`src/rtl/mbgate_rr_sched.sv`:
```
// mbgate_rr_sched: round-robin scheduler that shares one bitwise gate unit
// between NREQ requesters. The winner's result lands in a single-entry
// registered output buffer that carries the requester ID and an error flag.
module mbgate_rr_sched #(
  parameter int WIDTH = 3,
  parameter int NREQ  = 4,
  parameter int IDW   = 2
) (
  input  logic                     clk,
  input  logic                     rst,
  input  logic [NREQ-1:0]          req_valid,
  output logic [NREQ-1:0]          req_ready,
  input  logic [3*NREQ-1:0]        req_op,
  input  logic [WIDTH*NREQ-1:0]    req_a,
  input  logic [WIDTH*NREQ-1:0]    req_b,
  output logic                     res_valid,
  input  logic                     res_ready,
  output logic [WIDTH-1:0]         res_data,
  output logic [IDW-1:0]           res_id,
  output logic                     res_err,
  output logic [7:0]               busy_cnt
);

  typedef enum logic {EMPTY = 1'b0, FULL = 1'b1} state_e;

  state_e             state_q, state_d;
  logic [WIDTH-1:0]   data_q, data_d;
  logic [IDW-1:0]     id_q, id_d;
  logic               err_q, err_d;
  logic [IDW-1:0]     ptr_q, ptr_d;
  logic [7:0]         busy_q, busy_d;

  logic               can_accept;
  logic               grant_vld;
  logic [IDW-1:0]     grant_idx;
  logic [2*NREQ-1:0]  dbl_valid;
  logic [NREQ-1:0]    rot_valid;
  logic [IDW:0]       idx_sum;
  logic [2:0]         sel_op;
  logic [WIDTH-1:0]   sel_a;
  logic [WIDTH-1:0]   sel_b;

  // Bitwise gate evaluation; opcode 7 is illegal and yields zero.
  function automatic logic [WIDTH-1:0] gate_eval(input logic [2:0] op,
                                                 input logic [WIDTH-1:0] a,
                                                 input logic [WIDTH-1:0] b);
    logic [WIDTH-1:0] r;
    case (op)
      3'd0:    r = a & b;
      3'd1:    r = a | b;
      3'd2:    r = a ^ b;
      3'd3:    r = ~a;
      3'd4:    r = ~(a & b);
      3'd5:    r = ~(a | b);
      3'd6:    r = ~(a ^ b);
      default: r = '0;
    endcase
    return r;
  endfunction

  // A new result may be written when the buffer is empty or being drained.
  assign can_accept = (state_q == EMPTY) | res_ready;

  // Rotated priority search starting at ptr: rot_valid[k] is requester (ptr+k) mod NREQ.
  always_comb begin
    dbl_valid = {req_valid, req_valid};
    rot_valid = NREQ'(dbl_valid >> ptr_q);
    grant_vld = 1'b0;
    grant_idx = '0;
    idx_sum   = '0;
    for (int k = NREQ - 1; k >= 0; k--) begin
      if (can_accept && rot_valid[k]) begin
        idx_sum = {1'b0, ptr_q} + (IDW + 1)'(k);
        if (idx_sum >= (IDW + 1)'(NREQ)) begin
          idx_sum = idx_sum - (IDW + 1)'(NREQ);
        end
        grant_vld = 1'b1;
        grant_idx = idx_sum[IDW-1:0];
      end
    end
  end

  // One-hot ready to the winner and operand mux for the shared gate unit.
  always_comb begin
    req_ready = '0;
    sel_op    = '0;
    sel_a     = '0;
    sel_b     = '0;
    for (int i = 0; i < NREQ; i++) begin
      if (grant_vld && (grant_idx == IDW'(i))) begin
        req_ready[i] = 1'b1;
        sel_op       = req_op[3*i +: 3];
        sel_a        = req_a[WIDTH*i +: WIDTH];
        sel_b        = req_b[WIDTH*i +: WIDTH];
      end
    end
  end

  // Buffer state register.
  always_ff @(posedge clk or posedge rst) begin
    if (rst) begin
      state_q <= EMPTY;
    end else begin
      state_q <= state_d;
    end
  end

  // Buffer next state: a grant fills it, a drain without refill empties it.
  always_comb begin
    state_d = state_q;
    if (grant_vld) begin
      state_d = FULL;
    end else if (res_ready) begin
      state_d = EMPTY;
    end
  end

  // Buffer outputs driven from the registered state.
  always_comb begin
    res_valid = (state_q == FULL);
    res_data  = data_q;
    res_id    = id_q;
    res_err   = err_q;
    busy_cnt  = busy_q;
  end

  // Result payload, round-robin pointer and stall counter updates.
  always_comb begin
    data_d = data_q;
    id_d   = id_q;
    err_d  = err_q;
    ptr_d  = ptr_q;
    busy_d = busy_q;
    if (grant_vld) begin
      data_d = gate_eval(sel_op, sel_a, sel_b);
      id_d   = grant_idx;
      err_d  = (sel_op == 3'd7);
      ptr_d  = (grant_idx == IDW'(NREQ - 1)) ? '0 : grant_idx + IDW'(1);
    end else if (|req_valid && (busy_q != 8'hFF)) begin
      busy_d = busy_q + 8'd1;
    end
  end

  // Payload and control registers; reset discards any result in flight.
  always_ff @(posedge clk or posedge rst) begin
    if (rst) begin
      data_q <= '0;
      id_q   <= '0;
      err_q  <= 1'b0;
      ptr_q  <= '0;
      busy_q <= '0;
    end else begin
      data_q <= data_d;
      id_q   <= id_d;
      err_q  <= err_d;
      ptr_q  <= ptr_d;
      busy_q <= busy_d;
    end
  end

endmodule

```
`config.mk`:
```
export PLATFORM = sky130hd
export DESIGN_NAME = mbgate_rr_sched
export DESIGN_NICKNAME = d
export VERILOG_FILES = /design/src/rtl/mbgate_rr_sched.sv
export SDC_FILE = /design/constraint.sdc
export NUM_CORES = 1
export LEC_CHECK = 0
export CAP_MARGIN = 20
export CORE_ASPECT_RATIO = 0.6
export CORE_MARGIN = 3
export CORE_UTILIZATION = 43
export CTS_CLUSTER_SIZE = 16
export DETAILED_ROUTE_END_ITERATION = 10
export GPL_TIMING_DRIVEN = 1
export PLACE_DENSITY_LB_ADDON = 0.05
export SYNTH_ARGS = -nofsm -noshare
export SYNTH_HDL_FRONTEND = slang
export SYNTH_SLANG_ARGS = --single-unit
```
`constraint.sdc`:
```
create_clock -name clk -period 3.8 [get_ports clk]
set_input_delay 0.38 -clock clk [delete_from_list [all_inputs] [get_ports clk]]
set_output_delay 0.38 -clock clk [all_outputs]
set_load 0.01 [all_outputs]
```
==> metrics.md <==
| Metric | Value |
|---|---|
| Run status | `finished clean` |
| Pin count of the biggest net entering global routing | `18` |
| Leakage Power | `0.9350 nW` |
| Top-area cell type share of the netlist area | `27.96%` |
| Worst-path cell chain | `clkdlybuf4s50_1 -> a21oi_1 -> o21ai_0 -> a21oi_1 -> inv_1 -> ha_1 -> buf_4 -> a221o_1 -> a22oi_1 -> nand2b_1 -> inv_1 -> ha_1 -> nor3_1 -> a221o_1 -> a211o_1` |
| Dpl cell area | `0.002198 mm²` |
| Fin Clk Skew | `0.001881 ns` |
| PwrDens | `453.7 mW/mm²` |
| I/O pins | `62` |
| Via density | `5.408` |
| Critical-path maximum fanout | `7` |
| Final instance area | `0.002247 mm²` |
| Vias in the first global route | `1542` |
| Initial core utilization | `45.78%` |
| CP peak stage delay | `0.52 ns` |
| Final core occ | `67.62%` |
| Reg clk slew, reported paths | `0.07 ns` |
| Post-Syn Instances | `183` |
| Synth Warn # | `0` |
| Area delta synth->final | `47.70%` |
| Setup_tns | `0 ns` |
| Leading area contributor after synthesis | `dfrtp_1` |
| Worst EP arrival | `3.65 ns` |
| Syn avg cell area | `8.314 µm²` |
| CP endpoint kind | `flip-flop` |
| Longest Clk Path Bufs | `2` |
| Max_cap viols | `0` |
| Worst-Margin Slew | `0.6574 ns` |
| VDD IR-drop max | `274.0 µV` |
| Worst slack, placed | `0.01730 ns` |
| Final WS setup | `0.2937 ns` |
| ANT nets after route | `0` |
| Setup Viol. Count Final | `0` |
| Violation count after the first detailed-route iteration | `111` |
| Hold crit path type | `reg -> reg` |
| Final RePlAce weighted congestion | `0.8947` |
| Total CTS buffers | `3` |
| Diodes inserted | `0` |
| Final period util | `92.27%` |
| Post-synth cell types | `42` |
| Worst EP required | `3.94 ns` |
| DR WL/cell | `15.20 µm` |
| DP Wirelength | `3.707 mm` |
| Core area | `0.003323 mm²` |
| Antenna violations before repair | `0` |
| CTS root buf | `clkbuf_8` |
| Drt total wl | `4.470 mm` |
| H-tree levels | `1` |
| Clk sinks | `17` |
| Yosys reg bits | `17` |
| Maximum clock frequency | `285.2 MHz` |
| First-pass GRT wire length | `7.217 mm` |
| WS Path Type | `in -> reg` |
| Row Count | `16` |
| Die Wd | `82.79 µm` |
| Synth cell count leaders | `nand2_1 (20), dfrtp_1 (17), nor2_1 (15), a21oi_1 (14), inv_1 (14)` |
| Crit-path slowest cell | `clkdlybuf4s50_1` |
| CTS tree | `yes` |
| Worst-skew pair later-pin latency | `0.25 ns` |
| Die Footprint | `0.004311 mm²` |
| Drt drc | `0` |
| Pre-antenna DRT Iters | `4` |
| Final-report hold violation count | `0` |
| Grt total ovfl | `0` |
| Layout cells sized above 1 | `9.237%` |
| Unrepaired setup endpoints after global routing | `false` |
| Synth top area cells | `dfrtp_1 (28%), ha_1 (9.0%), nand2_1 (4.9%)` |
| Tmin final | `3.506 ns` |
| Most common cell in the netlist | `nand2_1` |
| Rel. slew slack | `56.12%` |
| Sequential-to-total area share from yosys stat | `27.96%` |
| Synthesized area | `0.001521 mm²` |
| Slew Limit Fails | `0` |
| EDFF count, synth | `0` |
| DR vias | `1590` |
| CP startpoint kind | `primary input` |
| Async set-or-reset flop fraction in the synthesized netlist | `100.0%` |
| Nets | `304` |
| Fillers | `289` |
| Synthesized Nets | `237` |
| Synth Flop Type | `dfrtp_1` |
| Overall Global Routing Usage | `22.07%` |
| IO buf count | `61` |
| Die Ht | `52.08 µm` |
-- registers in the layout, indices dropped and copies added (netlist names) --
name / cells
res_data: 3
ptr_q: 2
res_id: 2
res_err: 1
res_valid: 1
busy_cnt: 8
-- critical path, delay by kind of cell --
family | cells | cell delay, ns
adder cells (fa/ha/maj) | 2 | 0.56
buffers and inverters | 4 | 0.89
AND/OR/NAND/NOR | 2 | 0.20
AO/OA/AOI/OAI | 7 | 1.61
-- cell usage in the layout, fill, tap and decap left out, drive strengths merged, types with 7 or more instances in the layout --
master and count:
buf 10, nand2 20, ha 11, nor2 15, dfrtp 17, a21oi 14, inv 15, clkdlybuf4s50 61
o21ai 7, nor3 8
-- routing by layer --
layer	track usage [%]	vias up	share of wire [%]
li1	-	785	-
met1	32.55	748	48
met2	35.11	55	45
met3	4.325	2	6.9
met4	0.8152	0	0.089
met5	0	-	0
-- what timing repair did --
action                                  CTS  global route
endpoints found under the hold margin     0             0
setup buffers                             0             0
hold buffers                              0             0
endpoints found under the setup margin    0             1
resized for setup                         0             1
-- metrics by stage --
stage / hold WS (ns) / instances / total power, W
4_1_cts: 0.4961 / 294 / 0.001020
3_5_place_dp: 0.4741 / 290 / 0.0008817
3_3_place_gp: 0.4680 / 290 / 0.0008559
6_report: 0.4941 / 294 / 0.001020
2_1_floorplan: 0.3061 / 183 / 0.0006219
5_1_grt: 0.5195 / 294 / 0.001091
-- final timing paths --
kind | depth (start not counted) | end | slack [ns] | startpoint
max in group asynchronous | 2 | res_valid | 2.86 | rst
worst max register to register | 15 | res_data[1] | 0.47 | ptr_q[1]
worst min-delay path | 2 | res_id[1] | 0.49 | res_id[1]
worst max-delay path | 15 | res_data[1] | 0.29 | req_valid[0]
worst min register to register | 2 | res_id[1] | 0.49 | res_id[1]
min in group asynchronous | 2 | busy_cnt[5] | 0.52 | rst
-- power breakdown --
| group | switching [W] | total (W) | internal (W) |
|---|---|---|---|
| clock | 0.0000657 | 0.000139 | 0.0000728 |
| combinational | 0.000266 | 0.000572 | 0.000307 |
| sequential | 0.0000629 | 0.000309 | 0.000246 |
-- kinds of logic (layout without fill, tap and decap cells) --
group	after synthesis	after routing	share of synthesized area (%)
AOI/OAI and AO/OA	44	44	20.23
xor gates and xnor gates	8	8	4.605
adders and majority gates	11	11	9.046
buffers and inverters	24	90	7.976
DFF	17	17	27.96
muxes	6	6	4.194
and+or+nand+nor	73	73	25.99
-- final cells by class --
type / instances / area [µm²] / share of cell area [%]
well taps: 45 / 56.30 / 2.506
clock buffers: 3 / 41.29 / 1.837
repair buffers: 71 / 685.7 / 30.51
multi-input cells: 142 / 977.2 / 43.49
inverters: 15 / 56.30 / 2.506
clock inverters: 1 / 5.005 / 0.2227
flip-flops and latches: 17 / 425.4 / 18.93
Power figures use the tool's default switching activity.
